### src/rtl/crc_tx_sequencer_if.sv
// Byte-stream handshake between the TX packet unit (byte source) and the
// CRC transmit sequencer.
//   byte_in    : payload byte
//   byte_valid : byte_in is valid
//   byte_last  : byte_in is the final payload byte
//   byte_ready : sequencer accepts the byte this cycle
// master = byte source, slave = sequencer.
interface crc_tx_sequencer_if;
  logic [7:0] byte_in;
  logic       byte_valid;
  logic       byte_last;
  logic       byte_ready;

  modport master (
    output byte_in,
    output byte_valid,
    output byte_last,
    input  byte_ready
  );

  modport slave (
    input  byte_in,
    input  byte_valid,
    input  byte_last,
    output byte_ready
  );
endinterface

### src/rtl/crc_tx_sequencer.sv
// Transmit-side controller sequencing the CRC calculator for one packet.
// Payload bytes arrive over byte_if and are serialised LSB-first, one bit per
// bit_tick, to the bit stuffer while each bit is mirrored into the CRC unit.
// After the last byte the CRC finish is commanded, the result is latched on
// crc_send and its 16 bits are sent MSB-first.
// Ports:
//   clk, n_rst        : clock, asynchronous active-low reset
//   start, abort      : begin packet (IDLE only) / return to IDLE (non-IDLE)
//   bit_tick          : one strobe per bit period
//   byte_if           : byte_in / byte_valid / byte_last / byte_ready
//   crc_reset         : clear pulse to the CRC unit
//   crc_bit_in        : data bit to the CRC unit
//   crc_new_bit       : strobe to shift crc_bit_in into the CRC
//   crc_calc          : finish-CRC command (level)
//   crc_send          : CRC result ready
//   crc_bytes         : CRC result
//   tx_bit, tx_strobe : serial bit and its one-cycle valid
//   busy, done, error : not idle / packet-complete pulse / sticky error
//   byte_cnt          : bytes accepted in the current packet
module crc_tx_sequencer #(
  parameter int unsigned MAX_BYTES    = 64,
  parameter int unsigned CALC_TIMEOUT = 64,
  parameter bit          INVERT_CRC   = 1'b1
) (
  input  logic                     clk,
  input  logic                     n_rst,
  input  logic                     start,
  input  logic                     abort,
  input  logic                     bit_tick,
  crc_tx_sequencer_if.slave        byte_if,
  output logic                     crc_reset,
  output logic                     crc_bit_in,
  output logic                     crc_new_bit,
  output logic                     crc_calc,
  input  logic                     crc_send,
  input  logic [15:0]              crc_bytes,
  output logic                     tx_bit,
  output logic                     tx_strobe,
  output logic                     busy,
  output logic                     done,
  output logic                     error,
  output logic [6:0]               byte_cnt
);

  localparam int unsigned   TW         = $clog2(CALC_TIMEOUT + 1);
  localparam logic [6:0]    MAX_CNT    = 7'(MAX_BYTES);
  localparam logic [TW-1:0] TIMER_LAST = TW'(CALC_TIMEOUT - 1);

  typedef enum logic [2:0] {
    ST_IDLE,
    ST_CLEAR,
    ST_LOAD,
    ST_DATA,
    ST_CALC,
    ST_CRC_OUT,
    ST_DONE,
    ST_ERR
  } state_t;

  state_t        state_q;
  state_t        state_d;
  logic [7:0]    shift_q;
  logic          last_q;
  logic [2:0]    bit_cnt_q;
  logic [15:0]   hold_q;
  logic [3:0]    crc_cnt_q;
  logic [TW-1:0] timer_q;
  logic          abort_hit;

  assign abort_hit = abort && (state_q != ST_IDLE);
  assign busy      = (state_q != ST_IDLE);

  always_ff @(posedge clk or negedge n_rst) begin
    if (!n_rst) begin
      state_q <= ST_IDLE;
    end else begin
      state_q <= state_d;
    end
  end

  // Abort overrides every state action, so strobes, byte acceptance and the
  // CRC latch are all suppressed in the abort cycle.
  always_comb begin
    state_d            = state_q;
    crc_reset          = 1'b0;
    crc_new_bit        = 1'b0;
    crc_calc           = 1'b0;
    tx_bit             = 1'b0;
    tx_strobe          = 1'b0;
    done               = 1'b0;
    byte_if.byte_ready = 1'b0;
    crc_bit_in         = (state_q == ST_DATA) ? shift_q[0] : 1'b0;

    if (abort_hit) begin
      state_d   = ST_IDLE;
      crc_reset = 1'b1;
    end else begin
      unique case (state_q)
        ST_IDLE: begin
          if (start) state_d = ST_CLEAR;
        end
        ST_CLEAR: begin
          crc_reset = 1'b1;
          state_d   = ST_LOAD;
        end
        ST_LOAD: begin
          byte_if.byte_ready = 1'b1;
          if (byte_if.byte_valid) state_d = ST_DATA;
          else if (bit_tick)      state_d = ST_ERR;
        end
        ST_DATA: begin
          if (bit_tick) begin
            tx_bit      = shift_q[0];
            tx_strobe   = 1'b1;
            crc_new_bit = 1'b1;
            if (bit_cnt_q == 3'd7) begin
              if (last_q)                  state_d = ST_CALC;
              else if (byte_cnt == MAX_CNT) state_d = ST_ERR;
              else                          state_d = ST_LOAD;
            end
          end
        end
        ST_CALC: begin
          crc_calc = 1'b1;
          if (crc_send)                  state_d = ST_CRC_OUT;
          else if (timer_q == TIMER_LAST) state_d = ST_ERR;
        end
        ST_CRC_OUT: begin
          if (bit_tick) begin
            tx_bit    = hold_q[15];
            tx_strobe = 1'b1;
            if (crc_cnt_q == 4'd15) state_d = ST_DONE;
          end
        end
        ST_DONE: begin
          done    = 1'b1;
          state_d = ST_IDLE;
        end
        ST_ERR: begin
          crc_reset = 1'b1;
          state_d   = ST_IDLE;
        end
        default: state_d = ST_IDLE;
      endcase
    end
  end

  always_ff @(posedge clk or negedge n_rst) begin
    if (!n_rst) begin
      shift_q   <= '0;
      last_q    <= 1'b0;
      bit_cnt_q <= '0;
      hold_q    <= '0;
      crc_cnt_q <= '0;
      timer_q   <= '0;
      byte_cnt  <= '0;
      error     <= 1'b0;
    end else begin
      if (state_q == ST_IDLE && start) begin
        error    <= 1'b0;
        byte_cnt <= '0;
      end
      if (state_d == ST_ERR) begin
        error <= 1'b1;
      end

      if (byte_if.byte_ready && byte_if.byte_valid) begin
        shift_q   <= byte_if.byte_in;
        last_q    <= byte_if.byte_last;
        bit_cnt_q <= '0;
        byte_cnt  <= byte_cnt + 7'd1;
      end else if (crc_new_bit) begin
        shift_q   <= {1'b0, shift_q[7:1]};
        bit_cnt_q <= bit_cnt_q + 3'd1;
      end

      if (state_q == ST_CALC) begin
        timer_q <= timer_q + 1'b1;
      end else begin
        timer_q <= '0;
      end

      if (state_q == ST_CALC && state_d == ST_CRC_OUT) begin
        hold_q    <= INVERT_CRC ? ~crc_bytes : crc_bytes;
        crc_cnt_q <= '0;
      end else if (state_q == ST_CRC_OUT && tx_strobe) begin
        hold_q    <= {hold_q[14:0], 1'b0};
        crc_cnt_q <= crc_cnt_q + 4'd1;
      end
    end
  end

endmodule

### src/flat_wrapper.sv
// flat-port wrapper written by rule: the top's interface ports become plain ports
module crc_tx_sequencer_flat 
#(
  parameter int unsigned MAX_BYTES    = 64,
  parameter int unsigned CALC_TIMEOUT = 64,
  parameter bit          INVERT_CRC   = 1'b1
)
  (clk, n_rst, start, abort, bit_tick, crc_reset, crc_bit_in, crc_new_bit, crc_calc, crc_send, crc_bytes, tx_bit, tx_strobe, busy, done, error, byte_cnt, byte_if_byte_in, byte_if_byte_valid, byte_if_byte_last, byte_if_byte_ready);
  crc_tx_sequencer_if byte_if_i ();
  input  logic clk;
  input  logic n_rst;
  input  logic start;
  input  logic abort;
  input  logic bit_tick;
  output logic crc_reset;
  output logic crc_bit_in;
  output logic crc_new_bit;
  output logic crc_calc;
  input  logic crc_send;
  input  logic [15:0] crc_bytes;
  output logic tx_bit;
  output logic tx_strobe;
  output logic busy;
  output logic done;
  output logic error;
  output logic [6:0] byte_cnt;
  input wire logic [$bits(byte_if_i.byte_in)-1:0] byte_if_byte_in;
  input wire logic [$bits(byte_if_i.byte_valid)-1:0] byte_if_byte_valid;
  input wire logic [$bits(byte_if_i.byte_last)-1:0] byte_if_byte_last;
  output wire logic [$bits(byte_if_i.byte_ready)-1:0] byte_if_byte_ready;
  assign byte_if_i.byte_in = byte_if_byte_in;
  assign byte_if_i.byte_valid = byte_if_byte_valid;
  assign byte_if_i.byte_last = byte_if_byte_last;
  assign byte_if_byte_ready = byte_if_i.byte_ready;
  crc_tx_sequencer #(.MAX_BYTES(MAX_BYTES), .CALC_TIMEOUT(CALC_TIMEOUT), .INVERT_CRC(INVERT_CRC)) u_core (.clk(clk), .n_rst(n_rst), .start(start), .abort(abort), .bit_tick(bit_tick), .byte_if(byte_if_i), .crc_reset(crc_reset), .crc_bit_in(crc_bit_in), .crc_new_bit(crc_new_bit), .crc_calc(crc_calc), .crc_send(crc_send), .crc_bytes(crc_bytes), .tx_bit(tx_bit), .tx_strobe(tx_strobe), .busy(busy), .done(done), .error(error), .byte_cnt(byte_cnt));
endmodule
### config.mk
export PLATFORM = sky130hd
export DESIGN_NAME = crc_tx_sequencer_flat
export DESIGN_NICKNAME = d
export VERILOG_FILES = /design/src/rtl/crc_tx_sequencer_if.sv /design/src/rtl/crc_tx_sequencer.sv /design/src/flat_wrapper.sv
export SDC_FILE = /design/constraint.sdc
export NUM_CORES = 1
export LEC_CHECK = 0
export ABC_AREA = 1
export CELL_PAD_IN_SITES_DETAIL_PLACEMENT = 0
export CELL_PAD_IN_SITES_GLOBAL_PLACEMENT = 1
export CORE_MARGIN = 1
export CORE_UTILIZATION = 41
export CTS_CLUSTER_DIAMETER = 200
export CTS_CLUSTER_SIZE = 12
export DETAILED_ROUTE_END_ITERATION = 7
export PLACE_DENSITY = 0.82
export SYNTH_ARGS = -nofsm -noshare
export SYNTH_HDL_FRONTEND = slang
export SYNTH_SLANG_ARGS = --single-unit
### constraint.sdc
create_clock -name clk -period 4.4 [get_ports clk]
set_input_delay 0.44 -clock clk [delete_from_list [all_inputs] [get_ports clk]]
set_output_delay 0.44 -clock clk [all_outputs]
set_load 0.005 [all_outputs]
# Word-level counts from Yosys, hierarchy flattened
# Index checks and enable logic that the tools add are counted.
[classes]
n_eq_ne = 13
n_mux = 44
n_bitwise = 1
reduce_logical = 14
addsub = 4
[op_table]
columns = ["op", "n"]
rows = [
  ["3-bit 2-to-1 mux", 14],
  ["16-bit 2-to-1 mux", 2],
  ["3-bit equality test, second input constant", 7],
  ["7-bit 2-to-1 mux", 3],
  ["3-bit case mux with 7 select lines", 1],
  ["1-bit 2-to-1 mux", 19],
  ["8-bit 2-to-1 mux", 2],
  ["16-bit inverter", 1],
  ["7-bit by 1-bit adder with 7-bit output, second input constant", 2],
  ["4-bit 2-to-1 mux", 2],
  ["2-bit nonzero test", 4],
  ["7-bit by 6-bit equality test with 1-bit output, second input constant", 1],
  ["7-bit equality test, second input constant", 1],
  ["3-bit by 2-bit equality test with 1-bit output, second input constant", 2],
  ["2-bit OR reduction", 3],
  ["1-bit logical AND", 5],
  ["4-bit by 1-bit adder with 4-bit output, second input constant", 1],
  ["4-bit equality test, second input constant", 1],
  ["3-bit by 1-bit adder with 3-bit output, second input constant", 1],
  ["3-bit by 1-bit equality test with 1-bit output, second input constant", 1],
  ["3-bit zero test", 1],
  ["3-bit nonzero test", 1],
  ["1-bit case mux with 2 select lines", 1],
]
[totals]
inputBits = 32
wordCells = 85
register_bits = 50

# Logic depth before layout (Yosys ltp)
[depth]
depth_word = 10
mapped_depth = 15

# Least setup slack after synthesis
# OpenSTA, ideal clock, no wires.
[synth_path]
kind = "register to output"
start = "reg u_core.state_q[0]"
end = "out tx_bit"
path_slack_ns = 2.574
t_arrival_ns = 1.386
stages_incl_launch_ff = 9
required_time_ns = 3.960
path_cell_list = "dfrtp_1 > nor2_2 > nand2_1 > inv_2 > nor2_2 > nor3_2 > inv_2 > buf_2 > a22oi_1"
[synth_between]
elab_chain_len = 3
[synth_lines]
columns = ["element", "line_no", "rtl"]
rows = [
  ["from (decl)", "crc_tx_sequencer.sv:60", "state_t state_q;"],
  ["from (signal assigned)", "crc_tx_sequencer.sv:77", "state_q <= state_d;"],
  ["3-bit nonzero test", "n/a", ""],
  ["via busy", "flat_wrapper.sv:23", "output logic busy;"],
  ["1-bit logical AND", "crc_tx_sequencer.sv:70", "assign abort_hit = abort && (state_q != ST_IDLE);"],
  ["1-bit 2-to-1 mux", "crc_tx_sequencer.sv:94", "if (abort_hit) begin"],
  ["to (decl)", "flat_wrapper.sv:21", "output logic tx_bit;"],
]
# The timed path passes the listed nets, and every way through them passes these cells.

# Final worst setup path
[layout_path]
start = "reg u_core.state_q[0]"
end = "out tx_bit"
[layout_between]
elab_chain_len = 3
[layout_lines]
columns = ["element", "line_no", "rtl"]
rows = [
  ["3-bit equality test (tied with other cells)", "crc_tx_sequencer.sv:98", "unique case (state_q)"],
  ["1-bit case mux with 2 select lines / 1-bit logical AND (equally long branches)", "crc_tx_sequencer.sv:98, crc_tx_sequencer.sv:70", ""],
  ["1-bit 2-to-1 mux (*)", "crc_tx_sequencer.sv:94", ""],
]
# Mark *: on every way between the ends. The rest lies on a longest branch, timed or not.

==> results.txt <==
The largest fanout of any net on the critical path is 20, and the final standard cell area without fillers is 3304 um^2. Synthesis produced 341 cells. In this run the core area contains 29 standard-cell rows. The sequential share of the synthesized area was 0.4671. The type of the worst min-delay path was in2async. Grouping stages by cell kind, the critical path spends the most delay in buffers and inverters. In the post-synthesis netlist, the biggest area contributors are sky130_fd_sc_hd__dfrtp_1, sky130_fd_sc_hd__nand2_1, sky130_fd_sc_hd__nand3_1.

The placed instances occupy a cell area of 3192 um^2. TritonCTS built the clock tree. The area growth from synthesis to layout is 23.35%. Together, buffers and inverters on the worst path number 4. Type of the worst setup path: reg2out. The tools report the net count of the finished layout as 427.

The library cell contributing the largest single delay on the critical path is sky130_fd_sc_hd__clkdlybuf4s50_1. The tools report the normalized max-slew margin as 0.5708. The library cell used most frequently in the layout, excluding fill and tap cells, is sky130_fd_sc_hd__nand2_1. Largest area contributor in the netlist: sky130_fd_sc_hd__dfrtp_1.

STA classifies the critical path endpoint as a primary output. The detail-routed via count per cell is 4.981, and the static leakage is 0.001646 uW. In this run the cell area of the synthesized design comes to 2679 um^2. The run gives 0 as the remaining global-route overflow. The tools report the worst-case clock buffer depth as 2. Buffers inserted during clock tree synthesis total 5.

Clock root buffer: sky130_fd_sc_hd__clkbuf_8. The power density of the placed cells was 448.1 nW/um^2; the endpoint required time on the critical path was 3.96 ns. The aggregate global-route resource usage was 0.1834.

The count of cell instances traversed by the critical path was 9; the global-route wire length before repair was 10380 um. In this run the tool buffered the top-level ports with 48 buffer cells. The first TritonRoute pass finished after 4 iterations. Yosys printed 0 warnings.

The floorplan die width came out at 82.83 um. The tools report the type of element launching the critical path as a register. Traced cell by cell, the critical path runs through nor2_2 -> nand2_1 -> inv_2 -> nor2_2 -> nor3_2 -> buf_4 -> inv_2 -> a22oi_1 -> clkdlybuf4s50_1. The synthesis-stage register bit count works out to 50. The global placement routability congestion is 0.7972, and the post-route clock period utilization is 0.6723. In this run, distinct cell masters in the synthesized netlist total 35.

The total chip power is 1481 uW. In this design, the stage delay of the slowest critical-path cell is 0.54 ns. The die area is 6861 um^2.

The layout cell share with drive strength beyond 1 was 0.08205. The overall routed net length is 5867 um, and the number of ports placed on the die boundary is 49. In the final timing run, aggregate negative setup slack is 0 ns. The H-tree was split into 2 levels. The share of the synthesized area in the top cell type was 0.4671; the synthesized net count was 379.

The tools report the highest attainable clock frequency as 338.1 MHz. For the effective utilization at floorplan, the log shows 0.4243. Setup violations remaining at the end of the flow were counted as 0. The number of antenna violations at the first check in global routing is 0. The hold buffer count at cts is 0. The tools report the maximum number of pins on one net before global-route repair as 51. The most critical setup path has its endpoint at tx_bit. The number of global-route vias before repair is 2209.

After detailed routing, the average wire length per cell comes to 12.56 um. The logs give 109 for the initial detailed-routing violation count and 50 for the number of sinks handled by clock tree synthesis. The flow ran to the end, and the final reports show no timing, DRC or antenna violations. The worst-case IR drop observed on VDD is 0.2240 mV. In this run, post-CTS repair resized a total of 0 instances. The synthesized area per cell works out to 7.856 um^2.

The tools report the core area as 6314 um^2. Max-cap violations in this run came to 0. The arrival time of data at the critical path endpoint is 2.52 ns, and the height of the die is 82.83 um. The final route contains 2326 vias. The repair_antennas step left the layout with diodes totalling 0. In the routed design, unresolved DRC markers number 0. Setup repair after global routing left no endpoint under its margin.

For flop-to-flop paths, the worst setup slack is 2.08 ns. The final antenna-violating net count is 0. Between clock sinks in the finished design, the worst skew comes to 0.005800 ns. The reg-to-reg endpoint is u_core.hold_q[0]. The end-of-flow core utilization is 0.5234. For the pin with the worst max-slew slack, the measured transition is 0.6438 ns.

Measured in cells, the most critical reg-to-reg path has a length of 11. The number of filler instances in the final layout is 644. The tools report the count of buffers added by post-CTS timing repair for setup as 0. The startpoint identified for the worst register-to-register timing path is u_core.bit_cnt_q[0]. Clock-pin slew was measured on the worst setup and hold paths at 0.09 ns. The routed design could run at a clock period as short as 2.958 ns.

The run gives 0 as the number of hold-slack violations in the final timing report. For the number of max-slew violations in the final report, the log shows 0. Summed over all nets, the half-perimeter wirelength after detailed placement is 4063 um. Tracing the worst setup path back leads to its startpoint at u_core.state_q[0].

In the layout the commonest cells are sky130_fd_sc_hd__nand2_1, sky130_fd_sc_hd__dfrtp_1, sky130_fd_sc_hd__clkdlybuf4s50_1. The clock latency on the worst-skew pair was 0.30 ns.
cells in the mapped netlist (all sizes together):
cell / n
a21oi: 6
a22o: 2
a22oi: 1
a32o: 1
and3: 1
buf: 9
clkinv: 1
dfrtp: 50
ha: 6
inv: 36
nand2: 118
nand3: 43
nand3b: 1
nand4: 5
nor2: 30
nor3: 4
nor3b: 1
nor4: 1
o211ai: 3
o21ai: 9
o221ai: 5
o22ai: 3
xnor2: 1
xor2: 4
power breakdown:
part           switching [uW]  total [uW]  internal (uW)
Combinational             282         488            206
Sequential               81.4         663            582
Clock                     159         329            171
Total                     522        1480            958
area by class of cell:
| cell class | instances | area, um^2 | area share |
|---|---|---|---|
| Tap cell | 77 | 96.34 | 0.02916 |
| Clock buffer | 5 | 68.82 | 0.02083 |
| Sequential cell | 50 | 1251 | 0.3786 |
| Inverter | 37 | 138.9 | 0.04203 |
| Multi-Input combinational cell | 245 | 1215 | 0.3677 |
| Timing Repair Buffer | 50 | 490.5 | 0.1484 |
| Clock inverter | 3 | 43.79 | 0.01325 |
logic make-up (layout without fill, tap and decap cells):
kind of cell               Yosys count  after routing  share of synthesized area
and+or+nand+nor                    204            204                     0.3363
DFF                                 50             50                     0.4671
buffers and inverters               46             95                    0.07940
AOI/OAI and AO/OA                   30             30                    0.07286
adders and majority gates            6              6                    0.02802
xor gates and xnor gates             5              5                    0.01635
flip-flops by register name, summed over array words and instances (netlist names):
register / flops
u_core.bit_cnt_q: 3
u_core.error: 1
u_core.shift_q: 8
u_core.crc_cnt_q: 4
u_core.hold_q: 16
u_core.timer_q: 7
u_core.byte_cnt: 7
u_core.last_q: 1
u_core.state_q: 3
worst reg2reg max path, delay by kind of cell, from the launching register on:
kind            cells  cell delay, ns
flops               1            0.40
fa+ha+maj           2            0.40
compound gates      1            0.16
buf+inv             1            0.20
simple gates        7            1.11
stage by stage:
stage / worst slack [ns] / hold slack, ns / instances
finish: 1.442 / 0.2258 / 467
global route: 1.216 / 0.2816 / 467
CTS: 1.431 / 0.2588 / 467
detailed placement: 1.499 / 0.4544 / 459
global placement: 1.552 / 0.4443 / 459
floorplan: 2.574 / 0.1444 / 341
layer usage:
layer  up-vias  track usage  routed length (um)  share of wire
li1       1202            -                   -              -
met1      1078       0.2602                2977           0.51
met2        41       0.2876                2645           0.45
met3         5      0.03678                 189          0.032
met4         0      0.04702                  54         0.0092
met5         -            0                   0              0
worst min-delay path by stage:
stage / to / slack, ns / start
6_report: u_core.byte_cnt[2] / 0.23 / n_rst
5_1_grt: u_core.shift_q[7] / 0.28 / n_rst
4_1_cts: u_core.shift_q[7] / 0.26 / n_rst
3_5_place_dp: u_core.timer_q[0] / 0.45 / u_core.timer_q[0]
3_3_place_gp: u_core.timer_q[0] / 0.44 / u_core.timer_q[0]
2_1_floorplan: u_core.bit_cnt_q[0] / 0.14 / n_rst
Power figures use the tool's default switching activity.
